==> src/rtl/modn_sequence_counter_pkg.sv <==
// Shared definitions for the sequence counter and other control blocks.
package modn_sequence_counter_pkg;

  // Default maximum sequence length
  localparam int N_MAX_DEFAULT = 5;

  // mode input encoding
  localparam logic MODE_CONT   = 1'b0;  // wrap and keep running
  localparam logic MODE_SINGLE = 1'b1;  // stop after the last cycle

  // Run flag
  typedef enum logic {
    RUN_IDLE   = 1'b0,
    RUN_ACTIVE = 1'b1
  } run_state_e;

endpackage

==> src/rtl/modn_sequence_counter_if.sv <==
// Control-side bus of the sequence counter: request/stall/config in, strobes and status out.
interface modn_sequence_counter_if
  import modn_sequence_counter_pkg::*;
#(
  parameter int N_MAX = N_MAX_DEFAULT
);
  localparam int CW = $clog2(N_MAX);

  logic             begin_sig;
  logic             end_sig;
  logic             stall;
  logic             mode;
  logic [CW-1:0]    last;
  logic [N_MAX-1:0] cycle;
  logic [CW-1:0]    count;
  logic             active;
  logic             wrap;
  logic             done;

  // Control FSM side
  modport master (
    output begin_sig, end_sig, stall, mode, last,
    input  cycle, count, active, wrap, done
  );

  // Counter side
  modport slave (
    input  begin_sig, end_sig, stall, mode, last,
    output cycle, count, active, wrap, done
  );
endinterface

==> src/rtl/modn_sequence_counter_onehot_decoder.sv <==
// Binary index -> one-hot strobe decode; purely combinational, reusable by other control blocks.
module modn_sequence_counter_onehot_decoder #(
  parameter int N  = 5,
  parameter int CW = $clog2(N)
) (
  input  logic [CW-1:0] count,
  output logic [N-1:0]  cycle
);
  // One comparator per output bit
  for (genvar i = 0; i < N; i++) begin : g_bit
    assign cycle[i] = (count == CW'(i));
  end
endmodule

==> src/rtl/modn_sequence_counter.sv <==
// N-cycle sequence counter: run flag, count register, terminal compare and wrap/done pulses.
module modn_sequence_counter
  import modn_sequence_counter_pkg::*;
#(
  parameter int N_MAX = N_MAX_DEFAULT
) (
  input  logic                    clk,
  input  logic                    reset,
  modn_sequence_counter_if.slave  bus
);
  localparam int            CW       = $clog2(N_MAX);
  localparam logic [CW-1:0] TERM_MAX = CW'(N_MAX - 1);

  run_state_e    run;
  logic [CW-1:0] count;
  logic          wrap;
  logic          done;
  logic [CW-1:0] term;
  logic          at_term;

  // Runtime terminal count clamped to the physical range; >= compare means a term
  // lowered below the current count still wraps on the next advance.
  assign term    = (bus.last > TERM_MAX) ? TERM_MAX : bus.last;
  assign at_term = (count >= term);

  // Run flag, count and pulse registers; end_sig has priority and freezes the count
  always_ff @(posedge clk) begin
    if (!reset) begin
      run   <= RUN_IDLE;
      count <= '0;
      wrap  <= 1'b0;
      done  <= 1'b0;
    end else begin
      wrap <= 1'b0;
      done <= 1'b0;
      if (bus.end_sig) begin
        run  <= RUN_IDLE;
        done <= (run == RUN_ACTIVE);
      end else if (run == RUN_IDLE) begin
        if (bus.begin_sig) begin
          run   <= RUN_ACTIVE;
          count <= '0;
        end
      end else if (!bus.stall) begin
        if (at_term) begin
          count <= '0;
          wrap  <= 1'b1;
          if (bus.mode == MODE_SINGLE) begin
            run  <= RUN_IDLE;
            done <= 1'b1;
          end
        end else begin
          count <= count + CW'(1);
        end
      end
    end
  end

  modn_sequence_counter_onehot_decoder #(.N(N_MAX), .CW(CW)) u_dec (
    .count (count),
    .cycle (bus.cycle)
  );

  assign bus.count  = count;
  assign bus.active = (run == RUN_ACTIVE);
  assign bus.wrap   = wrap;
  assign bus.done   = done;
endmodule

==> src/flat_wrapper.sv <==
// flat-port wrapper written by rule: the top's interface ports become plain ports
module modn_sequence_counter_flat import modn_sequence_counter_pkg::*;
#(
  parameter int N_MAX = N_MAX_DEFAULT
)
  (clk, reset, bus_begin_sig, bus_end_sig, bus_stall, bus_mode, bus_last, bus_cycle, bus_count, bus_active, bus_wrap, bus_done);
  modn_sequence_counter_if #(.N_MAX(N_MAX)) bus_i ();
  input  logic clk;
  input  logic reset;
  input wire logic [$bits(bus_i.begin_sig)-1:0] bus_begin_sig;
  input wire logic [$bits(bus_i.end_sig)-1:0] bus_end_sig;
  input wire logic [$bits(bus_i.stall)-1:0] bus_stall;
  input wire logic [$bits(bus_i.mode)-1:0] bus_mode;
  input wire logic [$bits(bus_i.last)-1:0] bus_last;
  output wire logic [$bits(bus_i.cycle)-1:0] bus_cycle;
  output wire logic [$bits(bus_i.count)-1:0] bus_count;
  output wire logic [$bits(bus_i.active)-1:0] bus_active;
  output wire logic [$bits(bus_i.wrap)-1:0] bus_wrap;
  output wire logic [$bits(bus_i.done)-1:0] bus_done;
  assign bus_i.begin_sig = bus_begin_sig;
  assign bus_i.end_sig = bus_end_sig;
  assign bus_i.stall = bus_stall;
  assign bus_i.mode = bus_mode;
  assign bus_i.last = bus_last;
  assign bus_cycle = bus_i.cycle;
  assign bus_count = bus_i.count;
  assign bus_active = bus_i.active;
  assign bus_wrap = bus_i.wrap;
  assign bus_done = bus_i.done;
  modn_sequence_counter #(.N_MAX(N_MAX)) u_core (.clk(clk), .reset(reset), .bus(bus_i));
endmodule
==> config.mk <==
export PLATFORM = sky130hd
export DESIGN_NAME = modn_sequence_counter_flat
export DESIGN_NICKNAME = d
export VERILOG_FILES = /design/src/rtl/modn_sequence_counter_pkg.sv /design/src/rtl/modn_sequence_counter_if.sv /design/src/rtl/modn_sequence_counter_onehot_decoder.sv /design/src/rtl/modn_sequence_counter.sv /design/src/flat_wrapper.sv
export SDC_FILE = /design/constraint.sdc
export NUM_CORES = 1
export LEC_CHECK = 0
export ABC_AREA = 1
export ABC_CLOCK_PERIOD_IN_PS = 3600
export CAP_MARGIN = 20
export CORE_AREA = 2 2 39 41
export CTS_CLUSTER_SIZE = 30
export DETAILED_ROUTE_END_ITERATION = 10
export DIE_AREA = 0 0 41 43
export PLACE_DENSITY = 0.63
export SYNTH_ARGS = -nofsm -noshare
export SYNTH_HDL_FRONTEND = slang
export SYNTH_HIERARCHICAL = 1
export SYNTH_SLANG_ARGS = --single-unit
==> constraint.sdc <==
create_clock -name clk -period 3.6 [get_ports clk]
set_input_delay 0.9 -clock clk [delete_from_list [all_inputs] [get_ports clk]]
set_output_delay 0.9 -clock clk [all_outputs]
set_load 0.01 [all_outputs]
Word-level counts from Yosys, hierarchy flattened. Cells that the tools add are included.

Flip-flop bits (word level): 6. Output and inout bits: 11. Logic and storage cells: 36.

$add $sub $neg: 1. Order comparisons: 2. Equal/unequal tests: 5. Mux-type cells: 16. Bitwise gates (word level): 3. Reductions and logical operators: 5.

Operator list (number): 2-to-1 mux 3 bit (5); 2-to-1 mux 1 bit (11); == test 3 x 2 -> 1 bit (second input constant) (2); OR reduction 4 bit (1); adder 3 x 1 -> 3 bit (second input constant) (1); == test 3 x 1 -> 1 bit (second input constant) (1); == test 3 bit (second input constant) (1); >= comparator 3 bit (1); > comparator 3 bit (second input constant) (1); zero test 3 bit (1); NOT 1 bit (3); AND reduction 3 bit (1); inequality test 2 bit (second input constant) (1); nonzero test 2 bit (1); OR reduction 2 bit (1).

Depth between registers and ports, before layout. Gate-level depths: netlist (run 1).

Depth after elaboration: 7. Mapped depth: 10. Gate-level depth less buffers: 10.

By module. The synthesis (run 1) kept the hierarchy.

Modules (own cells, without submodules): modn_sequence_counter (times used 1, cells each 64, area an instance 412.9 sq um, seq. area each 120.1 sq um); modn_sequence_counter_onehot_decoder (times used 1, cells each 11, area an instance 41.3 sq um, seq. area each 0.0 sq um).

Least setup slack after synthesis (run 1). Ideal clock, no wire load.

Path kind: in2reg. Start point: input port bus_last[0]. End point: register u_core.run (netlist: u_core/bus.active). Library setup time: 70 ps. Arrival: 1771 ps. Required time: 3530 ps. Setup slack: 1759 ps. Stages: 10. Buffers on the path: 0. Cell sequence: o21ai_0 -> nand2_1 -> ha_1 -> nand2_1 -> inv_1 -> nand2_1 -> nand2_2 -> nand2_1 -> nand2_1 -> a21oi_1.

Cells in the longest elaborated chain, start to end: 6.

RTL lines: from (decl) (RTL line flat_wrapper.sv:14) `input wire logic [$bits(bus_i.last)-1:0] bus_last;`; > comparator 3 bit (RTL line modn_sequence_counter.sv:23) `assign term = (bus.last > TERM_MAX) ? TERM_MAX : bus.last;`; 2-to-1 mux 3 bit * (RTL line modn_sequence_counter.sv:23); >= comparator 3 bit * (RTL line modn_sequence_counter.sv:24) `assign at_term = (count >= term);`; 2-to-1 mux 1 bit * (RTL line modn_sequence_counter.sv:45) `if (at_term) begin`; 2-to-1 mux 1 bit * (RTL line modn_sequence_counter.sv:44) `end else if (!bus.stall) begin`; 2-to-1 mux 1 bit * (RTL line modn_sequence_counter.sv:39) `end else if (run == RUN_IDLE) begin`; to (signal assigned) (RTL line modn_sequence_counter.sv:29) `run <= RUN_IDLE;`; to (signal assigned) (RTL line modn_sequence_counter.sv:41) `run <= RUN_ACTIVE;`; to (signal assigned) (RTL line modn_sequence_counter.sv:49) `run <= RUN_IDLE;`; to (decl) (RTL line modn_sequence_counter.sv:14) `run_state_e run;`.

Mark *: on every way between the ends. The rest lies on a longest branch, timed or not. A chain may end at the register's enable or synchronous reset.

Worst setup path in the final report (run 1).
Start point: register u_core.count[0] (netlist: u_core/bus.count[0]). End point: output port bus_cycle[1].

Cells in the longest elaborated chain, start to end: 1.

RTL lines: from (decl) (RTL line modn_sequence_counter.sv:15) `logic [CW-1:0] count;`; from (signal assigned) (RTL line modn_sequence_counter.sv:53) `count <= count + CW'(1);`; == test 3 x 1 -> 1 bit (RTL line modn_sequence_counter_onehot_decoder.sv:11) `assign cycle[i] = (count == CW'(i));`; to (decl) (RTL line flat_wrapper.sv:15) `output wire logic [$bits(bus_i.cycle)-1:0] bus_cycle;`.

No other way between the ends.

==> impl_metrics.tcl, run 1 <==
set metrics [dict create \
    outcome "finished clean" \
    syn_avg_cell_area_um2 6.06 \
    grt_max_degree 10 \
    drt-total-wl_um 935 \
    drive_gt1_frac 0.0938 \
    cts_tree "yes" \
    dp_hpwl_um 758 \
    root_buffer "clkbuf_4" \
    netlist_instances 75 \
    start_util 0.328 \
    fin_tns_setup_ns 0 \
    synth_xor_xnor_area_share 0 \
    use_met3 0.0471 \
    path_cells "inv_2 > nor2_1 > clkdlybuf4s50_1" \
    syn2layout_area_growth_pct 48.8 \
    ant_nets 0 \
    powerDensity_nw_per_um2 241 \
    cp_max_fo 7 \
    ctsHoldBuffers 0 \
    synth_top_family_by_area "simple AND/OR/NAND/NOR gates" \
    leakage_nw 0.328 \
    synthAdderAreaFrac 0.110 \
    yosys.area.top_type_share 0.264 \
    nets 111 \
    slew_violations 0 \
    use_met2 0.175 \
    drv_cap 0 \
    firstDrtPassIters 4 \
    yosys.area_share.simple 0.386 \
    hp-class "flop to flop" \
    ys_seq_area_frac 0.264 \
    ys_types 15 \
    antenna_found_initial 0 \
    place_ws_ns 1.23 \
    setup_violations 0 \
    synth_area_um2 454 \
    num_vias 488 \
    ctsResizeCount 0 \
    post_cts_buffers 0 \
    syn-num-nets 88 \
    yosysTopAreaCell "dfxtp_1" \
    regArea_um2 120 \
    cp-start-kind "flop" \
    cts.sinks 6 \
    yosys_register_bits 6 \
    fin_crit_sh 0.640 \
    overflow 0 \
    io_pins 20 \
    core_area_um2 1380 \
    worstPathArrival_ns 1.40 \
    die_w_um 41 \
    die_h_um 43 \
    crit_type "flop to primary output" \
    slew_headroom 0.779 \
    fmaxAchievable_mhz 434 \
    skew_ns 0.00391 \
    rsz0062_at_grt "false" \
    drt-initial-drc-count 12 \
    period_needed_ns 2.30 \
    synth_warnings 6 \
    endpoint_kind "primary output" \
    synth_area_leaders "dfxtp_1 (26%), nand2_1 (14%), nor2_1 (14%)" \
    io_buffers 19 \
    place.gp.congestion 0.791 \
    cp_slowest_cell "clkdlybuf4s50_1" \
    track_usage 0.131 \
    crit_required_ns 2.70 \
    fillers 140 \
    fp-row-count 14 \
    multiInputGateArea_um2 259 \
    cp_slowest_stage_delay_ns 0.53 \
    synth_compound_area_frac 0.0744 \
    irDropWorstVdd_uv 190 \
    setup_ws_ns 1.30 \
    grt_pass1_wl_um 1560 \
    synthMuxAreaShare 0 \
    worst_pin_slew_ns 0.331 \
    grt_pass1_vias 407 \
    cts_buffers 3 \
    vias_per_cell 4.36 \
    wl_per_cell_um 8.35 \
    clk_pin_slew_ns 0.05 \
    clk_path_buf_depth 2 \
    met1_usage 0.171 \
    busiest_layer "met2" \
    hold_violations 0 \
    cts.htree.levels 1 \
    diodes 0 \
    clk_latency_ns 0.25 \
    dieArea_um2 1760 \
    drc 0 \
]
==> final cells by class <==
class	count	share of cell area
Clock buffer	3	0.0333
Multi-Input combinational cell	51	0.383
Tap cell	16	0.0296
Timing Repair Buffer	19	0.281
Inverter	17	0.0944
Sequential cell	6	0.178
==> power breakdown <==
part	internal (mW)	total (mW)	switching, mW	leakage (nW)
Clock	0.0379	0.0642	0.0264	0.0138
Combinational	0.0154	0.0292	0.0138	0.266
Sequential	0.0676	0.0695	0.00190	0.0485
Total	0.121	0.163	0.0420	0.328
==> synthesized netlist by cell type (all sizes together) <==
| library cell | n |
|---|---|
| dfxtp | 6 |
| inv | 17 |
| nor2 | 17 |
| buf | 1 |
| nand3 | 1 |
| ha | 4 |
| nand4 | 3 |
| a21oi | 4 |
| nand2 | 20 |
| o21ai | 2 |
==> layout by cell type, fill, tap and decap left out <==
cell / synthesis / final
nand4_1: 3 / 3
inv_2: 2 / 2
o21ai_1: 1 / 1
nand2_1: 17 / 17
nand2_4: 1 / 1
nor2_1: 17 / 17
ha_1: 4 / 4
a21oi_1: 3 / 3
clkdlybuf4s50_1: 0 / 19
o21ai_0: 1 / 1
a21oi_2: 1 / 1
clkbuf_4: 0 / 3
dfxtp_1: 6 / 6
inv_1: 15 / 15
nand2_2: 2 / 2
nand3_1: 1 / 1
==> path summary, 6_finish.rpt <==
kind                       start                 to  slack, ns  cells past startpoint
min reg2reg    u_core/bus.active    u_core/bus.done       0.58                      2
max reg2reg  u_core/bus.count[0]  u_core/bus.active       2.14                      9
max          u_core/bus.count[0]       bus_cycle[1]       1.30                      3
min            u_core/bus.active    u_core/bus.done       0.58                      2
==> flip-flops by register name, summed over array words and instances, names as in the netlist <==
name	flops
u_core/bus.count	3
u_core/bus.active	1
u_core/bus.done	1
u_core/bus.wrap	1
==> per-stage QoR <==
step                total power, mW  cell area [um^2]  cells  hold WS, ns   util
floorplan                    0.0861               454     75        0.586      -
global route                  0.174               676    112        0.646  0.488
finish                        0.163               676    112        0.584  0.488
global placement             0.0999               653    109        0.584  0.472
CTS                           0.165               676    112        0.590  0.488
detailed placement            0.100               653    109        0.586  0.472
==> per-layer routing <==
layer  routed length [um]  share of wire
met1                  462           0.49
met4                    0              0
met5                    0              0
met3                   48          0.051
met2                  424           0.45
==> cells by family after synthesis <==
| group | after synthesis |
|---|---|
| and+or+nand+nor | 41 |
| DFF | 6 |
| buffers and inverters | 18 |
| AOI/OAI and AO/OA | 6 |
| adders and majority gates | 4 |
==> critical path: cells and delay by family, from the launching register on <==
kind          cells  cell delay (ns)
buf+inv           2             0.59
simple gates      1             0.10
flops             1             0.46
(Power assumes the default switching activity.)
==> inputs of run 2 (changes only) <==
--- a/config.mk
+++ b/config.mk
@@ -6,13 +6,13 @@
 export NUM_CORES = 1
 export LEC_CHECK = 0
 export ABC_AREA = 1
-export ABC_CLOCK_PERIOD_IN_PS = 3600
+export ABC_CLOCK_PERIOD_IN_PS = 2100
 export CAP_MARGIN = 20
-export CORE_AREA = 2 2 39 41
+export CORE_MARGIN = 2
+export CORE_UTILIZATION = 35
 export CTS_CLUSTER_SIZE = 30
 export DETAILED_ROUTE_END_ITERATION = 10
-export DIE_AREA = 0 0 41 43
-export PLACE_DENSITY = 0.63
+export PLACE_DENSITY = 0.67
 export SYNTH_ARGS = -nofsm -noshare
 export SYNTH_HDL_FRONTEND = slang
 export SYNTH_HIERARCHICAL = 1
==> constraint.sdc (replaced) <==
create_clock -name clk -period 2.1 [get_ports clk]
set_input_delay 0.525 -clock clk [delete_from_list [all_inputs] [get_ports clk]]
set_output_delay 0.525 -clock clk [all_outputs]
set_load 0.01 [all_outputs]
==> run 2 against run 1 <==
Die area fell by 9.1%. Global-route usage is 1.6 points higher. Cell area fell by 0.37%. Setup slack worse by 1.1 ns. Flip-flop and latch count did not move. Routed wire length increased by 2.8%. Sequential power rose by 73%. Non-clock buffer count unchanged.
==> impl_metrics.tcl, run 2 (same netlist as run 1, synthesis figures left out) <==
set metrics [dict create \
    core_area_um2 1160 \
    ctsResizeCount 0 \
    irDropWorstVdd_uv 275 \
    power.switching_mw 0.0684 \
    cts.htree.levels 1 \
    switching_share 0.248 \
    clkPwrFrac 0.384 \
    crit_type "flop to primary output" \
    use_met3 0.0833 \
    p_int_mw 0.207 \
    powerDensity_nw_per_um2 409 \
    slew_headroom 0.769 \
    cts_tree "yes" \
    cts.sinks 6 \
    grt_max_degree 10 \
    layout_common_cells "clkdlybuf4s50_1 (19), nand2_1 (17), nor2_1 (17)" \
    root_buffer "clkbuf_4" \
    fin_crit_sh 0.914 \
    setup_violations 0 \
    busiest_layer "met2" \
    dp_hpwl_um 732 \
    nets 111 \
    drv_cap 0 \
    clk_latency_ns 0.24 \
    setup_ws_ns 0.181 \
    top_register "u_core/bus.count" \
    drt-total-wl_um 961 \
    start_util 0.393 \
    drc 0 \
    track_usage 0.146 \
    clk_path_buf_depth 2 \
    cp-start-kind "flop" \
    fin_tns_setup_ns 0 \
    startpoint "u_core/bus.count[0]" \
    grt_pass1_vias 361 \
    endpoint_kind "primary output" \
    worst_pin_slew_ns 0.346 \
    fp-row-count 12 \
    r2r_start "u_core/bus.count[0]" \
    leakage_nw 0.328 \
    crit_required_ns 1.57 \
    largest_reg_flops 3 \
    ant_nets 0 \
    post_cts_buffers 0 \
    use_met2 0.214 \
    worstPathArrival_ns 1.39 \
    place_ws_ns 0.0707 \
    slew_violations 0 \
    io_buffers 19 \
    cp_max_fo 7 \
    met1_usage 0.187 \
    num_vias 473 \
    period_needed_ns 1.92 \
    drt-initial-drc-count 7 \
    io_pins 20 \
    fmaxAchievable_mhz 521 \
    power_mw 0.276 \
    outcome "finished clean" \
    hold_violations 0 \
    final_core_util 0.582 \
    clk_pin_slew_ns 0.05 \
    firstDrtPassIters 4 \
    overflow 0 \
    hp-class "flop to flop" \
    drive_gt1_frac 0.0938 \
    rsz0062_at_grt "false" \
    die_h_um 40.0 \
    diodes 0 \
    dieArea_um2 1600 \
    wl_per_cell_um 8.74 \
    min_from "u_core/bus.active" \
    ctsHoldBuffers 0 \
    syn2layout_area_growth_pct 48.2 \
    place.gp.congestion 0.780 \
    die_w_um 40.0 \
    pwr-share-comb 0.182 \
    layout_commonest_cell "clkdlybuf4s50_1" \
    antenna_found_initial 0 \
    skew_ns 0.00380 \
    p_seq_frac 0.434 \
    grt_pass1_wl_um 1490 \
    cts_buffers 3 \
    vias_per_cell 4.30 \
]
[run 2: cell counts in the layout (fill, tap and decap cells not counted)]
Identical to the previous run, type by type.
[run 2: worst paths after layout]
kind / endpoint / slack [ns] / depth (start not counted)
worst min-delay path: u_core/bus.done / 0.60 / 2
worst max-delay path: bus_cycle[3] / 0.18 / 3
worst max register to register: u_core/bus.active / 0.65 / 9
worst min register to register: u_core/bus.done / 0.60 / 2
[run 2: final cells by class]
cell class              instances  area [um^2]
multi-input cells              51          259
well taps                      14         17.5
fillers                       126          483
repair buffers                 19          190
clock buffers                   3         22.5
inverters                      17         63.8
flip-flops and latches          6          120
[run 2: power by group through the flow]
stage	Clock [mW]	Combinational, mW	Sequential, mW
final	0.106	0.0502	0.120
after global routing	0.119	0.0577	0.120
after CTS	0.112	0.0506	0.119
after detailed placement	0	0.0505	0.121
after global placement	0	0.0498	0.122
after floorplan	0	0.0274	0.120
[run 2: per-layer routing]
layer  wire length [um]  vias to the layer above
met3                 51                        0
met5                  0                        -
met2                433                       15
li1                   -                      268
met4                  0                        0
met1                476                      190
[run 2: per-stage QoR]
step	std cells	area, um^2	hold WS, ns
after floorplan	75	454	0.586
after global placement	107	651	0.587
after detailed placement	107	651	0.582
after CTS	110	673	0.602
after global routing	110	673	0.643
final	110	673	0.600
[run 2: worst max-delay path: stages (launching register included)]
cell and delay [ns]:
dfxtp_1 0.46, inv_2 0.06, nor2_1 0.10, clkdlybuf4s50_1 0.53
